==> config.mk <==
export PLATFORM = sky130hd
export DESIGN_NAME = instr_rom_loader
export DESIGN_NICKNAME = d
export VERILOG_FILES = /design/src/rtl/instr_rom_loader.sv
export SDC_FILE = /design/constraint.sdc
export NUM_CORES = 1
export LEC_CHECK = 0
export CAP_MARGIN = 40
export CORE_MARGIN = 2
export CORE_UTILIZATION = 52
export DETAILED_ROUTE_END_ITERATION = 6
export PLACE_DENSITY = 0.92
export SETUP_SLACK_MARGIN = 0.1
export SLEW_MARGIN = 20
export SYNTH_ARGS = -nofsm -noshare
export SYNTH_HDL_FRONTEND = slang
export SYNTH_SLANG_ARGS = --single-unit
==> constraint.sdc <==
create_clock -name clk -period 3.9 [get_ports clk]
set_clock_uncertainty 0.2 [all_clocks]
set_input_delay 0.975 -clock clk [delete_from_list [all_inputs] [get_ports clk]]
set_output_delay 0.975 -clock clk [all_outputs]
set_load 0.02 [all_outputs]
==> src/rtl/instr_rom_loader.sv <==
// ---------------------------------------------------------------------------
// instr_rom_loader
//
// Purpose:
//   Turns a byte stream carrying a little-endian program image into 32-bit
//   instruction-memory writes. Bytes are packed four at a time. A completed
//   word of all zeros ends the load. A partial word that carries in_last is
//   zero-filled and written if it is nonzero. The load also ends when the
//   memory is full. When the load ends, rom_size reports the image size in
//   bytes. A restart pulse in DONE begins a fresh load.
//
// Parameters:
//   MAX_WORDS  instruction memory capacity in 32-bit words (power of two, >= 2)
//
// Ports:
//   clk        single clock, rising-edge active
//   reset      asynchronous, active-high reset
//   in_valid   stream byte valid
//   in_byte    stream byte (file byte order)
//   in_last    final byte of the stream, qualified by in_valid
//   in_ready   loader accepts a byte this cycle (high in LOAD)
//   restart    begin a new load (honoured only in DONE)
//   wr_en      one-cycle instruction-memory write strobe
//   wr_addr    word index of the write
//   wr_data    assembled instruction word
//   rom_size   loaded program size in bytes, valid while load_done=1
//   load_done  load finished; memory contents and rom_size are final
// ---------------------------------------------------------------------------
module instr_rom_loader #(
    parameter int MAX_WORDS = 256
) (
    input  logic                         clk,
    input  logic                         reset,
    input  logic                         in_valid,
    input  logic [7:0]                   in_byte,
    input  logic                         in_last,
    output logic                         in_ready,
    input  logic                         restart,
    output logic                         wr_en,
    output logic [$clog2(MAX_WORDS)-1:0] wr_addr,
    output logic [31:0]                  wr_data,
    output logic [31:0]                  rom_size,
    output logic                         load_done
);

    localparam int AW = $clog2(MAX_WORDS);
    localparam int CW = AW + 1;
    localparam logic [CW-1:0] FULL_COUNT = CW'(MAX_WORDS);

    typedef enum logic {
        LOAD = 1'b0,
        DONE = 1'b1
    } state_t;

    state_t        state;
    logic [1:0]    lane;
    logic [23:0]   partial;
    logic [CW-1:0] word_count;

    logic          accept;
    logic          completes;
    logic [31:0]   word_next;
    logic [CW-1:0] count_inc;

    // Size in bytes of a program holding n words.
    function automatic logic [31:0] bytes_of(input logic [CW-1:0] n);
        return 32'({n, 2'b00});
    endfunction

    assign in_ready = (state == LOAD);

    // Builds the word that would result if the current byte completed it.
    // Lanes not yet filled read as zero, which gives the zero-fill for a
    // short final word.
    always_comb begin
        accept    = in_valid && (state == LOAD);
        completes = (lane == 2'd3) || in_last;
        count_inc = word_count + 1'b1;
        word_next = 32'h0;
        case (lane)
            2'd0: word_next = {24'h0, in_byte};
            2'd1: word_next = {16'h0, in_byte, partial[7:0]};
            2'd2: word_next = {8'h0, in_byte, partial[15:0]};
            2'd3: word_next = {in_byte, partial[23:0]};
            default: word_next = 32'h0;
        endcase
    end

    // Loader FSM. All outputs are registered here. wr_en defaults low every
    // cycle, so it pulses for exactly one cycle after a word-completing
    // handshake. wr_addr and wr_data hold their last values between writes.
    always_ff @(posedge clk or posedge reset) begin
        if (reset) begin
            state      <= LOAD;
            lane       <= 2'd0;
            partial    <= 24'h0;
            word_count <= '0;
            wr_en      <= 1'b0;
            wr_addr    <= '0;
            wr_data    <= 32'h0;
            rom_size   <= 32'h0;
            load_done  <= 1'b0;
        end else begin
            wr_en <= 1'b0;
            case (state)
                LOAD: begin
                    if (accept) begin
                        if (completes) begin
                            lane    <= 2'd0;
                            partial <= 24'h0;
                            if (word_next == 32'h0) begin
                                // Terminator word: end the load and do not write.
                                state     <= DONE;
                                load_done <= 1'b1;
                                rom_size  <= bytes_of(word_count);
                            end else begin
                                wr_en      <= 1'b1;
                                wr_addr    <= word_count[AW-1:0];
                                wr_data    <= word_next;
                                word_count <= count_inc;
                                // End of stream or memory now full.
                                if (in_last || (count_inc == FULL_COUNT)) begin
                                    state     <= DONE;
                                    load_done <= 1'b1;
                                    rom_size  <= bytes_of(count_inc);
                                end
                            end
                        end else begin
                            case (lane)
                                2'd0:    partial[7:0]   <= in_byte;
                                2'd1:    partial[15:8]  <= in_byte;
                                default: partial[23:16] <= in_byte;
                            endcase
                            lane <= lane + 2'd1;
                        end
                    end
                end
                DONE: begin
                    if (restart) begin
                        state      <= LOAD;
                        lane       <= 2'd0;
                        partial    <= 24'h0;
                        word_count <= '0;
                        rom_size   <= 32'h0;
                        load_done  <= 1'b0;
                    end
                end
                default: state <= LOAD;
            endcase
        end
    end

endmodule

==> metrics.md, run 1 <==
| Metric | Value |
|---|---|
| Ant diodes | `0` |
| Most used cell, CP | `buf_4` |
| Worst slew pin tran | `about 0.80 ns` |
| Routed vias/inst | `6.263` |
| Later-pin clock latency in the skew report | `0.37 ns` |
| Post-Syn Area | `4451 µm²` |
| Slowest CP cell | `clkdlybuf4s50_1` |
| Leading cell types in the layout, fill and taps excluded | `dfrtp_1, nand2_1, clkdlybuf4s50_1` |
| CP max FO | `6` |
| Number of synthesized register bits | `87` |
| Clk root buf | `clkbuf_8` |
| Setup_tns | `0 ns` |
| Initial antenna violation count | `0` |
| Synth cell types | `58` |
| Power density over the cells | `between 700 and 800 nW/µm²` |
| WP data required | `roughly 4.0 ns` |
| Die Wd | `~97 µm` |
| Synth top area share | `about half` |
| Cells on Worst Hold Path | `2` |
| Pre-antenna DRT Iters | `6` |
| DR WL/cell | `~19 µm` |
| CTS tree | `built` |
| Postcts setup bufs | `0` |
| Status | `finished, final reports clean` |
| Slew Limit Fails | `0` |
| Worst hold start | `wr_data[25]$_DFFE_PP0P_` |
| Num CTS Buffers | `9` |
| Core box area | `roughly 8300 µm²` |
| Clock transition at the registers of the reported paths | `about 0.090 ns` |
| Fraction of layout cells with a size suffix above 1 | `a little under an eighth` |
| ANT nets after route | `0` |
| Drt initial violations | `between 500 and 600` |
| Largest area contributor in the synthesized netlist | `dfrtp_1` |
| Syn avg cell area | `9.934 µm²` |
| Critical path data arrival time | `about 3.6 ns` |
| Boundary Pins | `88` |
| Startpoint Class | `input port` |
| EDFF count, synth | `0` |
| R2r setup slk | `0.41 ns` |
| Tot GR Track Use | `roughly a quarter` |
| Routed Wire Length | `~12 mm` |
| Tmin final | `3.523 ns` |
| Unrepaired setup endpoints after global routing | `false` |
| Stages on worst setup path | `8` |
| # rows | `33` |
| DRC Markers | `0` |
| Synth warnings | `0` |
| Post-CTS resize count | `0` |
| Final HPWL from detailed placement | `8.178 mm` |
| DR vias | `3908` |
| Setup crit start | `in_byte[4]` |
| Max cap viols | `0` |
| VDD IR max | `about 260 µV` |
| DIE AREA | `between 9000 and 10000 µm²` |
| CP bufs+invs | `3` |
| Starting Density | `~54%` |
| FF-to-FF End | `word_count[8]$_DFFE_PP0P_` |
| Global placer's final weighted congestion | `0.9864` |
| Synth Instances | `between 400 and 500` |
| Ys async rst share | `between 90% and 100%` |
| Fin crit share | `approximately nine tenths` |
| GR Overflow Total | `0` |
| Reg2Reg Depth | `9` |
| Dpl cells | `607` |
| Hold Crit Class | `flop to flop` |
| Setup Crit Path Kind | `input port to flop` |
| Crit path capture type | `flop` |
| Post-CTS Hold Buffers | `0` |
| Top_reg_cell synth | `dfrtp_1` |
| First-pass GRT wire length | `18.60 mm` |
| Leakage | `around 2.3 nW` |
| Critical Path Max Stage Delay | `0.58 ns` |
| Critical path's top delay family | `compound AO/OA/AOI/OAI gates` |
| Vias in the first global route | `3626` |
| Port bufs | `64` |
| Slew HR | `between 40% and 50%` |
| Sequential element share of the synthesized area | `48.92%` |
| Die Ht | `roughly 97 µm` |
| R2R Path Start | `lane[1]$_DFFE_PP0P_` |
| H-tree depth | `3` |
| Fin cells | `about 620` |
| Final setup viols | `0` |
| Commonest non-fill, non-tap cell in the layout | `dfrtp_1` |
| Hold endpoint | `wr_data[25]$_DFFE_PP0P_` |
| # nets final | `around 530` |
| CTS Buffer Depth | `2` |
| Main area contributors after synthesis | `dfrtp_1, nand2_1, buf_4` |
| Final Util | `between 60% and 70%` |
| Largest net degree at the start of global routing | `43` |
| Final hold viol count | `0` |
| Synth-to-Final Area Change | `21.14%` |
| F_max | `between 0.2 and 0.3 GHz` |
| Clk sink count | `just under 90` |
| Cells along the critical path | `clkdlybuf4s50_1, buf_4, o41ai_1, a32oi_1, nor3_4, a21boi_0, buf_4, o221ai_1` |
[final cells by class]
type	instances	area [µm²]
clock buffer	10	127.6
multi-input combinational	310	1956
clock inverter	6	67.56
inverter	12	46.29
fill	609	2867
sequential	87	2177
tap	105	131.4
timing repair buffer	94	885.9
[where the power goes]
group | switching (W) | internal [W]
Combinational | 0.00101 | 0.000722
Clock | 0.000342 | 0.000300
Sequential | 0.000243 | 0.00118
Total | 0.00160 | 0.00220
[worst min-delay path, delay by kind of cell, from the launching register on]
| family | cells | cell delay [ns] |
|---|---|---|
| simple gates | 1 | 0.05 |
| flops | 1 | 0.35 |
| compound gates | 1 | 0.06 |
[flip-flops by register name (all words and copies together), names as in the netlist, 2 cells and up]
register / flops
wr_data: 32
partial: 24
lane: 2
wr_addr: 8
rom_size: 9
word_count: 9
[stage by stage]
stage	setup WS, ns	hold slack, ns	area, µm²	total power [W]
detailed placement	0.07155	0.2731	5181	0.003127
global placement	0.1635	0.2621	5181	0.003053
CTS	0.4426	0.2948	5376	0.003768
global route	0.2631	0.3166	5391	0.003998
floorplan	0.4748	0.2397	4533	0.002478
finish	0.3767	0.2906	5391	0.003797
[routing by layer]
| metal | global-route usage (%) | wire [µm] |
|---|---|---|
| met4 | 12.09 | 367 |
| met1 | 36.24 | 4712 |
| met3 | 4.965 | 1209 |
| met5 | 0 | 0 |
| met2 | 40.45 | 5392 |
[cell usage after synthesis (6+ instances only)]
library cell and count:
nor2_1 8, o21ai_0 14, o21ai_1 14, a22oi_1 15, dfrtp_1 87, clkbuf_1 17
a31oi_1 8, mux2i_1 6, buf_2 12, inv_1 11, a22o_1 16, buf_4 29
nand3_1 15, o31ai_1 25, nor3_1 6, nand2_1 70, a21oi_1 15
[logic make-up (layout without fill, tap and decap cells)]
group	after synthesis	after routing	synth area share (%)
compound gates	139	139	22.97
xor+xnor	3	3	0.5905
fa+ha+maj	5	5	1.406
flops	87	87	48.92
buf+inv	73	122	9.305
simple gates	130	130	14.37
mux	10	10	2.362
other cells	1	23	0.08426
[how the worst max path moves through the flow]
stage	to	slack, ns
floorplan	lane[0]$_DFFE_PP0P_	0.47
global placement	wr_data[4]$_DFFE_PP0P_	0.16
detailed placement	wr_data[2]$_DFFE_PP0P_	0.07
CTS	wr_data[2]$_DFFE_PP0P_	0.44
global route	word_count[7]$_DFFE_PP0P_	0.26
finish	word_count[7]$_DFFE_PP0P_	0.38
No activity file was read; power rests on OpenSTA's default activity.
==> run 2, diff against run 1 <==
--- a/config.mk
+++ b/config.mk
@@ -5,11 +5,12 @@
 export SDC_FILE = /design/constraint.sdc
 export NUM_CORES = 1
 export LEC_CHECK = 0
-export CAP_MARGIN = 40
+export CAP_MARGIN = 20
 export CORE_MARGIN = 2
 export CORE_UTILIZATION = 52
 export DETAILED_ROUTE_END_ITERATION = 6
 export PLACE_DENSITY = 0.92
+export RECOVER_POWER = 100
 export SETUP_SLACK_MARGIN = 0.1
 export SLEW_MARGIN = 20
 export SYNTH_ARGS = -nofsm -noshare
==> metrics.md, run 2 (synthesis results as in run 1) <==
| Metric | Value |
|---|---|
| Status | `finished with violations` |
| Failing checks | `capacitance limit, slew limit` |
| Fin crit share | `92.35%` |
| Unrepaired setup endpoints after global routing | `false` |
| F_max | `approximately 0.28 GHz` |
| Startpoint Class | `flop` |
| Leading cell types in the layout, fill and taps excluded | `dfrtp_1, nand2_1, dlygate4sd3_1` |
| Routed vias/inst | `between 6 and 7` |
| Clk root buf | `clkbuf_8` |
| Critical path data arrival time | `around 3.7 ns` |
| Vias in the first global route | `3626` |
| Reg2Reg Depth | `7` |
| Crit path capture type | `flop` |
| ANT nets after route | `0` |
| Slowest CP cell | `ha_1` |
| Cells on Worst Hold Path | `2` |
| # rows | `33` |
| Setup_tns | `0 ns` |
| FF-to-FF End | `rom_size[6]$_DFFE_PP0P_` |
| WP data required | `4.01 ns` |
| CP bufs+invs | `0` |
| Clk sink count | `between 80 and 90` |
| Final setup viols | `0` |
| Slew HR | `-21.07%` |
| Critical Path Max Stage Delay | `~0.76 ns` |
| Port bufs | `64` |
| Max cap viols | `1` |
| Num CTS Buffers | `9` |
| # nets final | `531` |
| Largest net degree at the start of global routing | `43` |
| CTS Buffer Depth | `2` |
| GR Overflow Total | `0` |
| Commonest non-fill, non-tap cell in the layout | `dfrtp_1` |
| Setup Crit Path Kind | `flop to flop` |
| DRC Markers | `0` |
| Hold Crit Class | `flop to flop` |
| Post-CTS resize count | `0` |
| R2R Path Start | `lane[0]$_DFFE_PP0P_` |
| Drt initial violations | `roughly 540` |
| DIE AREA | `around 9300 µm²` |
| Post-CTS Hold Buffers | `0` |
| Leakage | `around 2.4 nW` |
| Fraction of layout cells with a size suffix above 1 | `roughly 10%` |
| Area post-placement | `between 5000 and 6000 µm²` |
| Tot GR Track Use | `26.30%` |
| R2r setup slk | `between 0.2 and 0.3 ns` |
| Initial antenna violation count | `0` |
| Critical path's top delay family | `compound AO/OA/AOI/OAI gates` |
| Pre-antenna DRT Iters | `6` |
| DR WL/cell | `18.74 µm` |
| Die Wd | `~97 µm` |
| Hold endpoint | `wr_data[25]$_DFFE_PP0P_` |
| Fillers | `a little over 600` |
| Finished Cell Area | `roughly 5300 µm²` |
| Worst slew pin tran | `about 1.8 ns` |
| Final HPWL from detailed placement | `a little over 8 mm` |
| Synth-to-Final Area Change | `20.07%` |
| Power density over the cells | `between 600 and 700 nW/µm²` |
| Worst hold start | `wr_data[25]$_DFFE_PP0P_` |
| Boundary Pins | `88` |
| DR vias | `roughly 3900` |
| Number of flip-flops in the largest register | `32` |
| Clock transition at the registers of the reported paths | `about 0.090 ns` |
| Global placer's final weighted congestion | `a little under 1` |
| CP max FO | `24` |
| Die Ht | `96.52 µm` |
| CTS tree | `built` |
| Routed Wire Length | `~12 mm` |
| H-tree depth | `3` |
| Core box area | `8258 µm²` |
| Final hold viol count | `0` |
| Later-pin clock latency in the skew report | `roughly 0.37 ns` |
| Tmin final | `roughly 3.6 ns` |
| Slew Limit Fails | `43` |
| Cells along the critical path | `ha_1, nor4_2, o21bai_1, a32oi_1, nor3_4, o31ai_2, a221o_1` |
| First-pass GRT wire length | `between 15 and 20 mm` |
| Reg with most FFs | `wr_data` |
| Ant diodes | `0` |
| Starting Density | `roughly 54%` |
| Top Registers | `wr_data (32), partial (24)` |
| VDD IR max | `255.1 µV` |
| Postcts setup bufs | `0` |
-- run 2: cell count changes in the layout (fill, tap and decap cells not counted) --
cell,change
o21ai_1,-10
clkbuf_2,+2
clkbuf_1,+5
clkdlybuf4s50_1,-55
o31ai_4,-1
o31ai_2,+1
dlygate4sd3_1,+55
clkinv_2,-1
buf_8,-1
o21ai_0,+10
buf_4,-7
clkinvlp_2,+1
-- run 2: layout make-up --
class / instances / area (µm²) / share of cell area [%]
timing repair buffer: 93 / 847.1 / 15.85
clock inverter: 6 / 67.56 / 1.264
clock buffer: 10 / 127.6 / 2.388
sequential: 87 / 2177 / 40.74
multi-input combinational: 310 / 1947 / 36.43
tap: 105 / 131.4 / 2.458
inverter: 12 / 46.29 / 0.8663
-- run 2: how the worst max path moves through the flow --
stage	from	to	slack (ns)	depth (start not counted)
3_5_place_dp	in_byte[4]	wr_data[2]$_DFFE_PP0P_	0.07	9
4_1_cts	in_byte[4]	wr_data[2]$_DFFE_PP0P_	0.44	9
3_3_place_gp	in_byte[6]	wr_data[4]$_DFFE_PP0P_	0.16	8
5_1_grt	in_byte[4]	wr_addr[7]$_DFFE_PP0P_	0.13	9
6_report	lane[0]$_DFFE_PP0P_	rom_size[6]$_DFFE_PP0P_	0.30	7
2_1_floorplan	reset	lane[0]$_DFFE_PP0P_	0.47	1
-- run 2: where the power goes --
part           internal, W  leakage [nW]  switching (W)  total (W)
combinational     0.000647          1.17        0.00101    0.00165
clock             0.000300        0.0933       0.000341   0.000641
sequential         0.00118          1.16       0.000236    0.00141
-- run 2: routing by layer --
metal  part of all wire [%]  GRT usage [%]  up-vias
met2                     46          40.45      246
met5                      0              0        -
met1                     41          36.24     1899
li1                       -              -     1735
met4                    3.3          12.09        0
met3                    9.0          4.965       36
-- run 2: tightest hold or removal path, cell delays in order (launching register included) --
cell     delay, ns
dfrtp_1       0.35
nand2_1       0.04
o21ai_0       0.06
-- run 2: through the flow --
step                utilization, %  setup WS (ns)  hold slack [ns]  power [W]  cells
global route                 64.71         0.1331           0.3113   0.003911    623
global placement             62.74         0.1635           0.2621   0.003053    607
finish                       64.71         0.2983           0.2792   0.003708    623
CTS                          65.11         0.4426           0.2948   0.003768    623
floorplan                        -         0.4748           0.2397   0.002478    470
detailed placement           62.74        0.07155           0.2731   0.003127    607
==> run 3, diff against run 2 <==
--- a/config.mk
+++ b/config.mk
@@ -6,7 +6,6 @@
 export NUM_CORES = 1
 export LEC_CHECK = 0
 export CAP_MARGIN = 20
-export CORE_MARGIN = 2
 export CORE_UTILIZATION = 52
 export DETAILED_ROUTE_END_ITERATION = 6
 export PLACE_DENSITY = 0.92
==> metrics.md, run 3 (synthesis results as in run 1) <==
| Metric | Value |
|---|---|
| Status | `finished with violations` |
| Failing checks | `capacitance limit, slew limit` |
| Tmin final | `between 3 and 4 ns` |
| DR WL/cell | `between 15 and 20 µm` |
| Fin crit share | `91.33%` |
| Sequential share of power | `about 38%` |
| Drt initial violations | `approximately 460` |
| # nets final | `roughly 530` |
| Worst slew pin tran | `about 1.9 ns` |
| Startpoint Class | `input port` |
| Fillers | `657` |
| Finished Cell Area | `5403 µm²` |
| First-pass GRT wire length | `between 15 and 20 mm` |
| Setup Crit Path Kind | `input port to flop` |
| Setup_tns | `0 ns` |
| # rows | `33` |
| F_max | `approximately 0.28 GHz` |
| Num CTS Buffers | `9` |
| Pre-antenna DRT Iters | `6` |
| Starting Density | `a little over half` |
| Slew Limit Fails | `42` |
| R2r setup slk | `0.35 ns` |
| Leakage | `around 2.5 nW` |
| Max cap viols | `1` |
| Switching power | `between 0.0015 and 0.002 W` |
| Crit path capture type | `flop` |
| Post-CTS resize count | `0` |
| Die Ht | `94.52 µm` |
| Routed vias/inst | `6.225` |
| GR Overflow Total | `0` |
| Leading cell types in the layout, fill and taps excluded | `dfrtp_1, nand2_1, dlygate4sd3_1` |
| Final setup viols | `0` |
| Reg2Reg Depth | `8` |
| Worst hold start | `wr_data[11]$_DFFE_PP0P_` |
| Die Wd | `roughly 95 µm` |
| Initial antenna violation count | `0` |
| Largest net degree at the start of global routing | `65` |
| Later-pin clock latency in the skew report | `0.37 ns` |
| Postcts setup bufs | `0` |
| Top Registers | `wr_data (32), partial (24)` |
| Final HPWL from detailed placement | `between 8 and 9 mm` |
| DRC Markers | `0` |
| DR vias | `3878` |
| Clk sink count | `87` |
| Multi-input gate area | `1943 µm²` |
| ANT nets after route | `0` |
| Gate power share | `a little over two fifths` |
| Synth-to-Final Area Change | `21.39%` |
| Power density over the cells | `about 700 nW/µm²` |
| Hold Crit Class | `flop to flop` |
| Critical path data arrival time | `about 3.6 ns` |
| Cells on Worst Hold Path | `2` |
| Slew HR | `-27.20%` |
| Seq. cell area | `around 2200 µm²` |
| VDD IR max | `about 230 µV` |
| Clock Power Share | `a little under a fifth` |
| WP data required | `roughly 4.0 ns` |
| Boundary Pins | `~90` |
| Clk root buf | `clkbuf_8` |
| CTS tree | `built` |
| H-tree depth | `3` |
| Tot GR Track Use | `26.58%` |
| Hold endpoint | `wr_data[11]$_DFFE_PP0P_` |
| Port bufs | `64` |
| R2R Path Start | `lane[0]$_DFFE_PP0P_` |
| Unrepaired setup endpoints after global routing | `false` |
| Reg with most FFs | `wr_data` |
| Post-CTS Hold Buffers | `0` |
| FF-to-FF End | `wr_addr[2]$_DFFE_PP0P_` |
| DIE AREA | `~8900 µm²` |
| Commonest non-fill, non-tap cell in the layout | `dfrtp_1` |
| CP max FO | `19` |
| Vias in the first global route | `3540` |
| Global placer's final weighted congestion | `a little over 0.9` |
| Core box area | `between 8000 and 9000 µm²` |
| Clock transition at the registers of the reported paths | `0.10 ns` |
| Area post-placement | `around 5200 µm²` |
| Sw frac | `~41%` |
| Routed Wire Length | `approximately 11 mm` |
| Number of flip-flops in the largest register | `32` |
| Fraction of layout cells with a size suffix above 1 | `10.23%` |
| CTS Buffer Depth | `2` |
| Ant diodes | `0` |
| Final hold viol count | `0` |
| Internal | `0.002218 W` |
## run 3: worst max path at each step
stage               slack, ns                      end           startpoint
floorplan                0.47      lane[0]$_DFFE_PP0P_                reset
global placement         0.15   wr_addr[2]$_DFFE_PP0P_           in_byte[1]
detailed placement       0.08   wr_addr[3]$_DFFE_PP0P_           in_byte[1]
CTS                      0.45   wr_addr[2]$_DFFE_PP0P_           in_byte[1]
global route             0.25  wr_data[22]$_DFFE_PP0P_  lane[0]$_DFFE_PP0P_
finish                   0.34   wr_addr[2]$_DFFE_PP0P_           in_byte[1]
## run 3: final cells by class
class / instances / area share [%]
clock buffers: 10 / 2.547
clock inverters: 6 / 1.667
inverters: 12 / 0.8569
multi-input cells: 310 / 35.97
flip-flops and latches: 87 / 40.30
well taps: 105 / 2.432
repair buffers: 93 / 16.23
## run 3: critical path: stages
cell and delay [ns]:
clkdlybuf4s50_1 0.53, nor4_4 0.34, a31oi_1 0.18, or4_1 0.64, o31ai_4 0.40, buf_12 0.19
mux2_2 0.35
## run 3: power groups by stage
stage / logic [W] / registers, W / clock network, W
after global placement: 0.00166 / 0.00142 / 0
after global routing: 0.00179 / 0.00145 / 0.000753
final: 0.00166 / 0.00142 / 0.000711
after CTS: 0.00173 / 0.00142 / 0.000713
after floorplan: 0.000940 / 0.00154 / 0
after detailed placement: 0.00171 / 0.00143 / 0
## run 3: metal layers
metal  up-vias  part of all wire [%]  global-route usage, %
li1       1728                     -                      -
met1      1857                    44                  38.91
met2       257                    45                  38.83
met3        36                   8.5                  4.106
met4         0                   3.1                  12.25
met5         -                     0                      0
## run 3: per-stage QoR
stage / utilization [%] / setup slack (ns) / std cells / power [W] / hold slack (ns)
2_1_floorplan: - / 0.4748 / 470 / 0.002478 / 0.2397
3_3_place_gp: 63.05 / 0.1498 / 607 / 0.003083 / 0.2617
3_5_place_dp: 63.05 / 0.08044 / 607 / 0.003149 / 0.2680
4_1_cts: 65.80 / 0.4533 / 623 / 0.003858 / 0.2903
5_1_grt: 65.42 / 0.2460 / 623 / 0.003989 / 0.2982
6_report: 65.42 / 0.3381 / 623 / 0.003787 / 0.2845
